File: config.mk
export PLATFORM = sky130hd
export DESIGN_NAME = fetch_mem_unit
export DESIGN_NICKNAME = d
export VERILOG_FILES = /design/src/rtl/fetch_mem_unit.sv
export SDC_FILE = /design/constraint.sdc
export NUM_CORES = 1
export LEC_CHECK = 0
export CAP_MARGIN = 20
export CORE_UTILIZATION = 43
export CTS_CLUSTER_SIZE = 25
export DETAILED_ROUTE_END_ITERATION = 8
export PLACE_DENSITY = 0.9
export SETUP_SLACK_MARGIN = 0.1
export SLEW_MARGIN = 20
export SYNTH_ARGS = -nofsm -noshare
export SYNTH_HDL_FRONTEND = slang
export SYNTH_SLANG_ARGS = --single-unit
File: constraint.sdc
create_clock -name clk -period 2.3 [get_ports clk]
set_input_delay 0.69 -clock clk [delete_from_list [all_inputs] [get_ports clk]]
set_output_delay 0.69 -clock clk [all_outputs]
set_load 0.02 [all_outputs]
File: src/rtl/fetch_mem_unit.sv
// PC / IR / MDR datapath stage with a req/ready handshake to a wait-stated memory.
// Define FETCH_TIMEOUT_EN to add a BUSY-state watchdog that aborts the access and sets bus_err.
module fetch_mem_unit #(
    parameter logic [31:0] RESET_PC = 32'h0000_0000,
    parameter int          TIMEOUT  = 16
) (
    input  logic        clk,
    input  logic        reset,
    input  logic        pc_write,
    input  logic        pc_write_cond,
    input  logic        zero,
    input  logic [1:0]  pc_source,
    input  logic        iord,
    input  logic        mem_read,
    input  logic        mem_write,
    input  logic        ir_write,
    input  logic [31:0] alu_result,
    input  logic [31:0] alu_out,
    input  logic [31:0] reg_b,
    output logic        mem_req,
    output logic        mem_we,
    output logic [31:0] mem_addr,
    output logic [31:0] mem_wdata,
    input  logic [31:0] mem_rdata,
    input  logic        mem_ready,
    output logic [31:0] pc,
    output logic [31:0] instr,
    output logic [31:0] mdr,
    output logic        stall,
    output logic        bus_err
);

    typedef enum logic [1:0] {
        IDLE = 2'd0,
        BUSY = 2'd1,
        DONE = 2'd2
    } state_t;

    state_t      state_reg;
    logic [31:0] pc_reg;
    logic [31:0] instr_reg;
    logic [31:0] mdr_reg;
    logic [31:0] mem_addr_reg;
    logic [31:0] mem_wdata_reg;
    logic        mem_req_reg;
    logic        mem_we_reg;
    logic        dest_ir_reg;
    logic        dest_mdr_reg;

    logic        acc;
    logic        stall_int;
    logic        pc_we;
    logic [31:0] pc_next;

    assign acc       = mem_read | mem_write | ir_write;
    // DONE is deliberately absent: it releases the controller for one cycle.
    assign stall_int = ~reset & (((state_reg == IDLE) & acc) | (state_reg == BUSY));
    assign pc_we     = (pc_write | (pc_write_cond & zero)) & ~stall_int;

    always_comb begin
        pc_next = pc_reg;
        case (pc_source)
            2'b00:   pc_next = alu_result;
            2'b01:   pc_next = alu_out;
            2'b10:   pc_next = {pc_reg[31:26], instr_reg[25:0]};
            default: pc_next = pc_reg;
        endcase
    end

`ifdef FETCH_TIMEOUT_EN
    logic [7:0] tmo_cnt_reg;
    logic       bus_err_reg;

    assign bus_err = bus_err_reg;
`else
    // Without the watchdog the flag can never set.
    assign bus_err = (TIMEOUT < 0);
`endif

    always_ff @(posedge clk) begin
        if (reset) begin
            state_reg     <= IDLE;
            pc_reg        <= RESET_PC;
            instr_reg     <= '0;
            mdr_reg       <= '0;
            mem_addr_reg  <= '0;
            mem_wdata_reg <= '0;
            mem_req_reg   <= 1'b0;
            mem_we_reg    <= 1'b0;
            dest_ir_reg   <= 1'b0;
            dest_mdr_reg  <= 1'b0;
`ifdef FETCH_TIMEOUT_EN
            tmo_cnt_reg   <= '0;
            bus_err_reg   <= 1'b0;
`endif
        end else begin
            if (pc_we) begin
                pc_reg <= pc_next;
            end

            case (state_reg)
                IDLE: begin
                    if (acc) begin
                        state_reg     <= BUSY;
                        mem_req_reg   <= 1'b1;
                        mem_we_reg    <= mem_write;
                        mem_addr_reg  <= iord ? alu_out : pc_reg;
                        mem_wdata_reg <= reg_b;
                        // A write suppresses any capture; a fetch outranks a data read.
                        dest_ir_reg   <= ~mem_write & ir_write;
                        dest_mdr_reg  <= ~mem_write & ~ir_write & mem_read;
`ifdef FETCH_TIMEOUT_EN
                        tmo_cnt_reg   <= '0;
`endif
                    end
                end

                BUSY: begin
`ifdef FETCH_TIMEOUT_EN
                    tmo_cnt_reg <= tmo_cnt_reg + 8'd1;
`endif
                    if (mem_ready) begin
                        state_reg   <= DONE;
                        mem_req_reg <= 1'b0;
                        mem_we_reg  <= 1'b0;
                        if (dest_ir_reg) begin
                            instr_reg <= mem_rdata;
                        end
                        if (dest_mdr_reg) begin
                            mdr_reg <= mem_rdata;
                        end
                    end
`ifdef FETCH_TIMEOUT_EN
                    else if (tmo_cnt_reg == 8'(TIMEOUT - 1)) begin
                        // Zeroed IR decodes as NOOP, so the aborted fetch is harmless.
                        state_reg   <= DONE;
                        mem_req_reg <= 1'b0;
                        mem_we_reg  <= 1'b0;
                        bus_err_reg <= 1'b1;
                        if (dest_ir_reg) begin
                            instr_reg <= '0;
                        end
                        if (dest_mdr_reg) begin
                            mdr_reg <= '0;
                        end
                    end
`endif
                end

                DONE: begin
                    state_reg <= IDLE;
                end

                default: begin
                    state_reg <= IDLE;
                end
            endcase
        end
    end

    assign pc        = pc_reg;
    assign instr     = instr_reg;
    assign mdr       = mdr_reg;
    assign mem_req   = mem_req_reg;
    assign mem_we    = mem_we_reg;
    assign mem_addr  = mem_addr_reg;
    assign mem_wdata = mem_wdata_reg;
    assign stall     = stall_int;

endmodule

==> results of run 1 <==
## through the flow
stage               hold WS (ps)  setup slack [ps]  instance area, sq um  TNS [ps]  power (uW)
finish                       455              40.3                 11000         0        7430
global route                 474              24.2                 11000         0        7690
CTS                          454              64.2                 11000         0        7450
detailed placement           445              -682                 10400    -17940        4760
global placement             441              -678                 10400    -15360        4730
floorplan                    463               191                  7070         0        3950
## layout make-up
type | count | share of cell area [%]
clock buffer | 21 | 4.10
clock inverter | 11 | 0.922
inverter | 3 | 0.102
multi-input combinational | 582 | 31.3
sequential | 166 | 30.2
tap | 216 | 2.46
timing repair buffer | 336 | 30.9
## cell usage in the layout, fill, tap and decap left out, types with 3 or more instances in the layout
| cell type | instances |
|---|---|
| dfxtp_1 | 166 |
| nand3_1 | 38 |
| nor2b_1 | 6 |
| ha_1 | 3 |
| a22oi_1 | 26 |
| a21oi_1 | 140 |
| clkbuf_16 | 17 |
| a211oi_1 | 32 |
| a211o_1 | 26 |
| nor2_1 | 32 |
| clkdlybuf4s50_1 | 280 |
| clkbuf_1 | 3 |
| nand2_1 | 131 |
| dlymetal6s2s_1 | 7 |
| o21ai_0 | 32 |
| buf_6 | 3 |
| mux2i_1 | 58 |
| buf_4 | 24 |
| clkinvlp_4 | 4 |
| mux2_2 | 6 |
| dlygate4sd2_1 | 9 |
| clkinv_2 | 3 |
| buf_12 | 10 |
| nand2b_1 | 32 |
## timing repair
action	in CTS	in global routing
buffers inserted	1	0
pin swaps	2	1
endpoints found under the setup margin	26	8
resized for setup	27	10
## final timing paths
kind         slack, ps              endpoint
max reg2reg        300   pc[31]$_SDFFE_PP0P_
max                 40                 stall
min reg2reg        450  mdr[16]$_SDFFE_PP0P_
min                450  mdr[16]$_SDFFE_PP0P_
## power by group through the flow
stage / registers, uW / logic, uW / clock network, uW
after CTS: 3140 / 1560 / 2740
after detailed placement: 3210 / 1560 / 0
final: 3150 / 1570 / 2710
after global placement: 3200 / 1530 / 0
after floorplan: 3390 / 552 / 0
after global routing: 3160 / 1660 / 2870
## layer usage
layer  routed length, um  share of wire, %  GRT usage (%)
met1               10200                41           35.5
met2               11900                48           45.5
met3                1890               7.6           7.38
met5                   0                 0              0
met4                 922               3.7           13.3
## worst max-delay path, delay by kind of cell
| family | cells | cell delay, ps |
|---|---|---|
| buffers and inverters | 3 | 250 |
| AND/OR/NAND/NOR | 2 | 630 |
## cells by family after synthesis
| family | after synthesis |
|---|---|
| adder cells (fa/ha/maj) | 4 |
| multiplexers | 64 |
| AND/OR/NAND/NOR | 253 |
| flip-flops | 166 |
| other | 1 |
| AO/OA/AOI/OAI | 260 |
| buffers and inverters | 85 |
==> flow_summary_export.csv, run 1 <==
group,metric,value,unit
outcome,status,"finished, final reports clean",
sta,final.min_clock_period,2260,ps
yosys,synth.distinct_cells,31,
power_and_ir_drop,power.share.clock,36.5,%
setup_path,r2r_cells,4,
routing,drc,0,
power_and_ir_drop,max-vdd-ir-drop,0.500,mV
yosys,synth_top_family_by_area,"compound AO/OA/AOI/OAI gates",
yosys,netlist_top_cells_count,"166 x dfxtp_1, 140 x a21oi_1, 132 x nand2_1",
layout,multi_input_area,3440,sq um
yosys,synth_xor_area_share,0,%
floorplanning,die-area,16900,sq um
yosys,synthCells,833,
routing,post_drt_wl_per_cell,18.6,um
global_routing,grt_pass1_wl,36700,um
clocking,insertion_delay,420,ps
routing,dr.first_iter.drc_count,500,
global_routing,grt_max_degree,112,
floorplanning,start_util,44.3,%
yosys,yosys.area.top_type,"dfxtp_1",
global_routing,first_global_vias,6926,
yosys,syn-num-nets,977,
sta,max_slew_margin,25.3,%
power_and_ir_drop,leakagePower,0.00415,uW
yosys,synth.most_common_cell,"dfxtp_1",
min_path,worstHoldStart,"mdr[16]$_SDFFE_PP0P_",
layout,fillers,1201,
min_path,holdCritPathClass,"flop to flop",
setup_path,critical_path_class,"input port to output pin",
routing,antenna_left,0,
setup_path,startpoint_type,"input port",
floorplanning,dieHeight,130,um
sta,skew,8.27,ps
layout,seq_area,3320,sq um
global_routing,antenna_found_initial,0,
clocking,cts_hold_buf,0,
routing,drtPass1Iterations,7,
floorplanning,die_w,130,um
yosys,synth-async-reset-ratio,0,%
yosys,ys.warnings.count,0,
power_and_ir_drop,power.switching,2080,uW
yosys,synth_top_area_share,47.0,%
setup_path,path_cells,"buf_6 -> or4_4 -> nand2_4 -> inv_2 -> buf_6",
place,place_inst,1302,
setup_path,cp_common_cell,"buf_6",
clocking,cts_root_buffer,"clkbuf_16",
setup_path,critical-path-max-stage-delay,550,ps
power_and_ir_drop,p_comb_share,21.1,%
floorplanning,io_pins,304,
sta,finalSetupViolations,0,
clocking,cts_tree,"yes",
setup_path,reg2reg_from,"state_reg[0]$_SDFFE_PP0P_",
power_and_ir_drop,sequentialPowerShare,42.4,%
clocking,cts_buffer_depth,2,
layout,fin_cells,1335,
layout,diodes,0,
setup_path,cp_data_required_time,1610,ps
yosys,synth_fa_ha_area_share,0.708,%
power_and_ir_drop,p_int,5340,uW
place,gp_congestion,0.881,
sta,slew_violations,0,
clocking,cts.sinks,166,
global_routing,grt.total_usage,28.3,%
yosys,netlist_area,7070,sq um
yosys,yosys.area_share.simple,16.1,%
sta,tightestPinTransition,1120,ps
run,maxCapViolCount,0,
floorplanning,core,15900,sq um
yosys,synth_edf_count,0,
clocking,clk_pin_slew,70,ps
sta,fmaxAchievable,443,MHz
floorplanning,core.rowCount,46,
yosys,yosys-top-cells-area,"dfxtp_1 47%, a21oi_1 9.9%, mux2i_1 8.2%, nand2_1 7.0%, a211oi_1 3.5%",
yosys,synthMuxAreaShare,9.17,%
sta,rsz0062_at_grt,"yes",
global_routing,grt-ovfl-total,0,
layout,fin_nets,1250,
place,port_buffers,302,
sta,hold_viol_final,0,
yosys,synth_flop_cell,"dfxtp_1",
power_and_ir_drop,powerDensity,675,nW/um^2
clocking,ctsHtreeMaxLevel,4,
yosys,syn_area_per_cell,8.48,sq um
setup_path,cp.arrival,1570,ps
setup_path,cp-startpoint,"mem_write",
layout,postLayoutCoreUtil,69.0,%
setup_path,slowest_stage,"or4_4",
power_and_ir_drop,p_sw_share,28.1,%
place,dp_hpwl,17400,um
clocking,numCtsBuffers,17,
sta,period_share,98.2,%
setup_path,end_kind,"output pin",
min_path,hold-path-cell-count,2,
yosys,synth_compound_area_share,22.0,%
yosys,synth_seq_cells,166,
layout,drive_gt1_share,7.77,%
routing,drt-total-wl,24900,um
yosys,seq_area_frac_synth,47.0,%
setup_path,cp_max_fo,2,
routing,viasPerCell,5.48,
routing,via_count,7311,
layout,syn2layout_area_growth,55.6,%
(Power assumes the default switching activity.)
==> run 2, diff against run 1 <==
==> constraint.sdc (replaced) <==
create_clock -name clk -period 2.3 [get_ports clk]
set_input_delay 0.69 -clock clk [delete_from_list [all_inputs] [get_ports clk]]
set_output_delay 0.69 -clock clk [all_outputs]
set_load 0.01 [all_outputs]
==> run 2 against run 1 <==
- sequential cell count did not move
- wire length increased by 1.8%
- clock power hardly changed
- cell area up 0.35%
- power shrank 1.2%
- first-iteration DRC count shrank 13%
- register-to-register slack is essentially flat
- core utilization rose by 0.24 points
- setup slack better by 18 ps
- die area unchanged
==> flow_summary_export.csv, run 2 (synthesized netlist as in run 1, its figures left out) <==
group,metric,value,unit
min_path,holdCritPathClass,"flop to flop",
sta,rsz0062_at_grt,"yes",
setup_path,startpoint_type,"input port",
power_and_ir_drop,powerDensity,665,nW/um^2
routing,drt-total-wl,25300,um
setup_path,critical_path_class,"input port to output pin",
layout,syn2layout_area_growth,56.2,%
power_and_ir_drop,leakagePower,0.00403,uW
routing,dr.first_iter.drc_count,435,
floorplanning,die_w,130,um
floorplanning,core,15900,sq um
clocking,numCtsBuffers,17,
sta,skew,8.82,ps
setup_path,cp_data_required_time,1610,ps
sta,finalWorstSetupSlack,58.6,ps
outcome,status,"finished, final reports clean",
clocking,cts_buffer_depth,2,
sta,finalSetupViolations,0,
layout,diodes,0,
routing,drtPass1Iterations,6,
sta,tightestPinTransition,862,ps
floorplanning,io_pins,304,
clocking,ctsHtreeMaxLevel,4,
layout,drive_gt1_share,8.38,%
clocking,cts_tree,"yes",
floorplanning,start_util,44.3,%
floorplanning,die-area,16900,sq um
clocking,cts_root_buffer,"clkbuf_16",
setup_path,end_kind,"output pin",
sta,max_slew_margin,42.4,%
sta,period_share,97.5,%
global_routing,first_global_vias,7079,
place,gp_congestion,0.870,
layout,postLayoutCoreUtil,69.2,%
floorplanning,dieHeight,130,um
layout,layout_commonest_cell,"clkdlybuf4s50_1",
global_routing,grt_pass1_wl,37200,um
global_routing,grt.total_usage,28.7,%
routing,antenna_left,0,
sta,final.min_clock_period,2240,ps
routing,drc,0,
setup_path,cp_max_fo,2,
clocking,clk_pin_slew,60,ps
place,dp_hpwl,17600,um
clocking,cts_hold_buf,0,
global_routing,grt_max_degree,115,
sta,fmaxAchievable,446,MHz
run,maxCapViolCount,0,
setup_path,cp.arrival,1550,ps
place,pre_cts_ws,-651,ps
layout,fin_nets,1253,
place,port_buffers,302,
power_and_ir_drop,max-vdd-ir-drop,0.451,mV
routing,via_count,7423,
global_routing,antenna_found_initial,0,
routing,viasPerCell,5.55,
floorplanning,core.rowCount,46,
sta,slew_violations,0,
routing,post_drt_wl_per_cell,18.9,um
clocking,cts.sinks,166,
layout,final_area,11000,sq um
global_routing,grt-ovfl-total,0,
clocking,insertion_delay,420,ps
power_and_ir_drop,total_power,7340,uW
sta,hold_viol_final,0,
layout,mostFrequentLayoutCells,"295 x clkdlybuf4s50_1, 163 x dfxtp_1, 140 x a21oi_1, 131 x nand2_1, 58 x mux2i_1",
place,dpl_cell_area,10400,sq um
run 2: changes by cell type in the layout (fill, tap and decap cells not counted), sizes merged:
cell | previous run | this run
dlymetal6s2s | 7 | 1
clkinvlp | 4 | 2
buf | 39 | 42
clkdlybuf4s50 | 280 | 295
inv | 5 | 7
clkinv | 4 | 6
dlygate4sd2 | 9 | 0
clkdlybuf4s15 | 0 | 1
clkbuf | 22 | 19
run 2: path summary, 6_finish.rpt:
| kind | cells after the start | end | start | slack [ps] |
|---|---|---|---|---|
| min | 2 | mdr[0]$_SDFFE_PP0P_ | mdr[0]$_SDFFE_PP0P_ | 450 |
| max | 5 | stall | mem_read | 60 |
| max reg2reg | 4 | pc[31]$_SDFFE_PP0P_ | state_reg[0]$_SDFFE_PP0P_ | 300 |
| min reg2reg | 2 | mdr[0]$_SDFFE_PP0P_ | mdr[0]$_SDFFE_PP0P_ | 450 |
run 2: per-layer routing:
layer	track usage, %	vias to the layer above	wire, um
met5	0	-	0
met4	15.3	0	1110
met3	6.31	72	1750
met2	46.2	372	12000
met1	35.8	3512	10500
li1	-	3467	-
run 2: worst max-delay path: stages:
cell     delay [ps]
buf_6            90
or4_4           530
nand2_2          90
inv_2            40
buf_6           110
run 2: cell type report:
type | count | area (sq um)
clock buffers | 19 | 443
clock inverters | 13 | 121
fillers | 1226 | 4910
inverters | 3 | 11.3
multi-input cells | 582 | 3440
flip-flops and latches | 166 | 3330
well taps | 216 | 270
repair buffers | 339 | 3430
run 2: timing repair:
action | 4_1_cts | 5_1_grt
buffers inserted | 1 | 1
gates resized for setup | 16 | 6
endpoints found under the setup margin | 9 | 4
pin swaps | 2 | 1
run 2: through the flow:
step / TNS [ps] / hold WS [ps] / cells
final: 0 / 453 / 1338
after global routing: 0 / 464 / 1338
after CTS: 0 / 455 / 1337
after detailed placement: -19130 / 446 / 1304
after global placement: -15320 / 441 / 1304
after floorplan: 0 / 463 / 833
run 2: power breakdown:
group | switching, uW | total (uW) | internal, uW
combinational | 673 | 1460 | 783
clock | 1200 | 2740 | 1530
sequential | 104 | 3150 | 3040
total | 1980 | 7340 | 5360
==> run 3, diff against run 2 <==
--- a/config.mk
+++ b/config.mk
@@ -6,10 +6,10 @@
 export NUM_CORES = 1
 export LEC_CHECK = 0
 export CAP_MARGIN = 20
-export CORE_UTILIZATION = 43
+export CORE_UTILIZATION = 38
 export CTS_CLUSTER_SIZE = 25
 export DETAILED_ROUTE_END_ITERATION = 8
-export PLACE_DENSITY = 0.9
+export PLACE_DENSITY = 0.85
 export SETUP_SLACK_MARGIN = 0.1
 export SLEW_MARGIN = 20
 export SYNTH_ARGS = -nofsm -noshare
==> constraint.sdc (replaced) <==
create_clock -name clk -period 2.05 [get_ports clk]
set_input_delay 0.615 -clock clk [delete_from_list [all_inputs] [get_ports clk]]
set_output_delay 0.615 -clock clk [all_outputs]
set_load 0.01 [all_outputs]
==> run 3 against run 2 <==
- the run now ends with design-rule violations, negative setup slack left
- global-route usage down 1.9 points
- count of clock-buffer cells in the layout down 2
- sequential share of layout area down 0.61 points
- core utilization down 6.9 points
- setup slack worse by 140 ps
- critical path type is now flop to output pin
- highest routed layer unchanged
==> flow_summary_export.csv, run 3 (synthesized netlist as in run 1, its figures left out) <==
group,metric,value,unit
global_routing,grt.total_usage,26.8,%
power_and_ir_drop,max-vdd-ir-drop,0.541,mV
place,dpl_cell_area,10500,sq um
sta,rsz0062_at_grt,"yes",
clocking,cts_tree,"yes",
sta,finalWorstSetupSlack,-79.2,ps
setup_path,cp.arrival,1510,ps
global_routing,grt_max_degree,98,
clocking,cts.sinks,166,
layout,fin_nets,1260,
routing,drt-total-wl,26400,um
power_and_ir_drop,p_sw_share,28.9,%
power_and_ir_drop,powerDensity,749,nW/um^2
sta,final.min_clock_period,2130,ps
layout,postLayoutCoreUtil,62.3,%
floorplanning,start_util,39.1,%
floorplanning,io_pins,304,
floorplanning,core,18100,sq um
routing,dr.first_iter.drc_count,505,
min_path,hold_end,"instr[26]$_SDFFE_PP0P_",
clocking,ctsHtreeMaxLevel,4,
setup_path,cp_data_required_time,1430,ps
layout,seq_area,3330,sq um
setup_path,r2r_slack,-40,ps
clocking,cts_root_buffer,"clkbuf_16",
run,maxCapViolCount,0,
routing,met1Wirelength,11300,um
sta,max_slew_margin,57.7,%
layout,drive_gt1_share,9.30,%
layout,multi_input_area,3460,sq um
power_and_ir_drop,power.share.clock,39.1,%
sta,period_share,104,%
layout,layout_commonest_cell,"dfxtp_1",
min_path,hold-path-cell-count,2,
routing,viasPerCell,5.43,
outcome,status,"complete, but fails checks",
floorplanning,dieHeight,138,um
setup_path,cp-startpoint,"state_reg[0]$_SDFFE_PP0P_",
place,port_buffers,302,
clocking,clk_pin_slew,70,ps
setup_path,r2r_cells,5,
global_routing,grt-ovfl-total,0,
power_and_ir_drop,power.switching,2440,uW
setup_path,slowest_stage,"or4_4",
floorplanning,die_w,138,um
sta,fmaxAchievable,470,MHz
place,dp_hpwl,17500,um
sta,skew,11.5,ps
routing,post_drt_wl_per_cell,19.4,um
routing,via_count,7378,
global_routing,grt_pass1_wl,40000,um
routing,drtPass1Iterations,7,
min_path,holdCritPathClass,"flop to flop",
setup_path,path_cells,"or4_4 -> nand2_4 -> inv_2 -> buf_6",
sta,finalSetupViolations,23,
sta,tightestPinTransition,633,ps
layout,final_area,11300,sq um
clocking,insertion_delay,430,ps
routing,wl_met3,1810,um
power_and_ir_drop,p_int,6010,uW
sta,slew_violations,0,
sta,tns,-325,ps
clocking,numCtsBuffers,17,
floorplanning,core.rowCount,49,
power_and_ir_drop,leakagePower,0.00538,uW
routing,top_layer,"met4",
setup_path,critical_path_class,"flop to output pin",
floorplanning,die-area,19100,sq um
global_routing,first_global_vias,7224,
setup_path,startpoint_type,"flop",
power_and_ir_drop,sequentialPowerShare,41.7,%
setup_path,reg2reg_to,"pc[28]$_SDFFE_PP0P_",
layout,fillers,1534,
outcome,failed_checks,"design-rule violations, negative setup slack",
clocking,cts_buffer_depth,2,
setup_path,critPathBufInv,2,
sta,hold_viol_final,0,
power_and_ir_drop,p_comb_share,19.3,%
min_path,worstHoldStart,"instr[26]$_SDFFE_PP0P_",
setup_path,end_kind,"output pin",
layout,syn2layout_area_growth,59.6,%
setup_path,reg2reg_from,"state_reg[0]$_SDFFE_PP0P_",
global_routing,antenna_found_initial,0,
setup_path,crit_family,"simple AND/OR/NAND/NOR gates",
routing,antenna_left,0,
routing,drc,57,
setup_path,critical-path-max-stage-delay,540,ps
routing,wl_met2,12300,um
setup_path,cp_max_fo,2,
place,gp_congestion,0.886,
sta,hold_ws,454,ps
layout,mostFrequentLayoutCells,"160 x dfxtp_1, 158 x clkdlybuf4s50_1, 140 x a21oi_1, 131 x nand2_1, 83 x dlygate4sd2_1",
[run 3: cell count changes in the layout (fill, tap and decap cells not counted), moves of 2 or more]
cell and delta:
clkinv_4 -2, dfxtp_1 -3, buf_16 +2, clkinv_2 -3
clkinv_8 +3, dlymetal6s2s_1 +54, clkdlybuf4s50_1 -137, dlygate4sd2_1 +83
inv_8 +4, dfxtp_2 +3
[run 3: per-stage QoR]
stage                     instances  setup WS (ps)  power [uW]
after CTS                      1356           -103        8490
after global routing           1358           -122        8770
after detailed placement       1316           -731        5200
final                          1359          -79.2        8450
after global placement         1316           -722        5170
after floorplan                 833           62.3        4290
[run 3: what timing repair did]
action                     CTS  global route
gates cloned                 2             2
pin swaps                    3             4
resized for setup          106            63
setup endpoints to repair  116           120
hold buffers                 0             0
setup buffers                6             0
[run 3: area by class of cell]
cell class / count / area share [%]
repair buffers: 345 / 31.7
inverters: 3 / 0.0999
clock inverters: 15 / 1.62
clock buffers: 17 / 3.77
flip-flops and latches: 166 / 29.5
diodes: 1 / 0.0222
multi-input cells: 583 / 30.7
well taps: 229 / 2.54
[run 3: worst max path at each step]
| stage | cells after the start | to |
|---|---|---|
| final | 4 | stall |
| after global routing | 8 | pc[4]$_SDFFE_PP0P_ |
| after CTS | 4 | stall |
| after detailed placement | 5 | stall |
| after global placement | 5 | stall |
| after floorplan | 3 | pc[26]$_SDFFE_PP0P_ |
[run 3: power by group through the flow]
stage | Combinational, uW | Sequential [uW] | Clock, uW
2_1_floorplan | 622 | 3670 | 0
3_3_place_gp | 1580 | 3590 | 0
3_5_place_dp | 1610 | 3600 | 0
4_1_cts | 1600 | 3520 | 3360
5_1_grt | 1730 | 3540 | 3490
6_report | 1630 | 3520 | 3300
[run 3: worst register-to-register path, stage by stage (launching register included)]
cell	delay, ps
dfxtp_2	330
or4_4	540
buf_4	160
buf_6	110
a2111o_1	500
mux2_4	340
[run 3: layer usage]
metal,vias up,track usage (%)
met5,-,0
met4,0,13.3
met3,70,6.69
met2,289,43.4
met1,3521,33.2
li1,3498,-
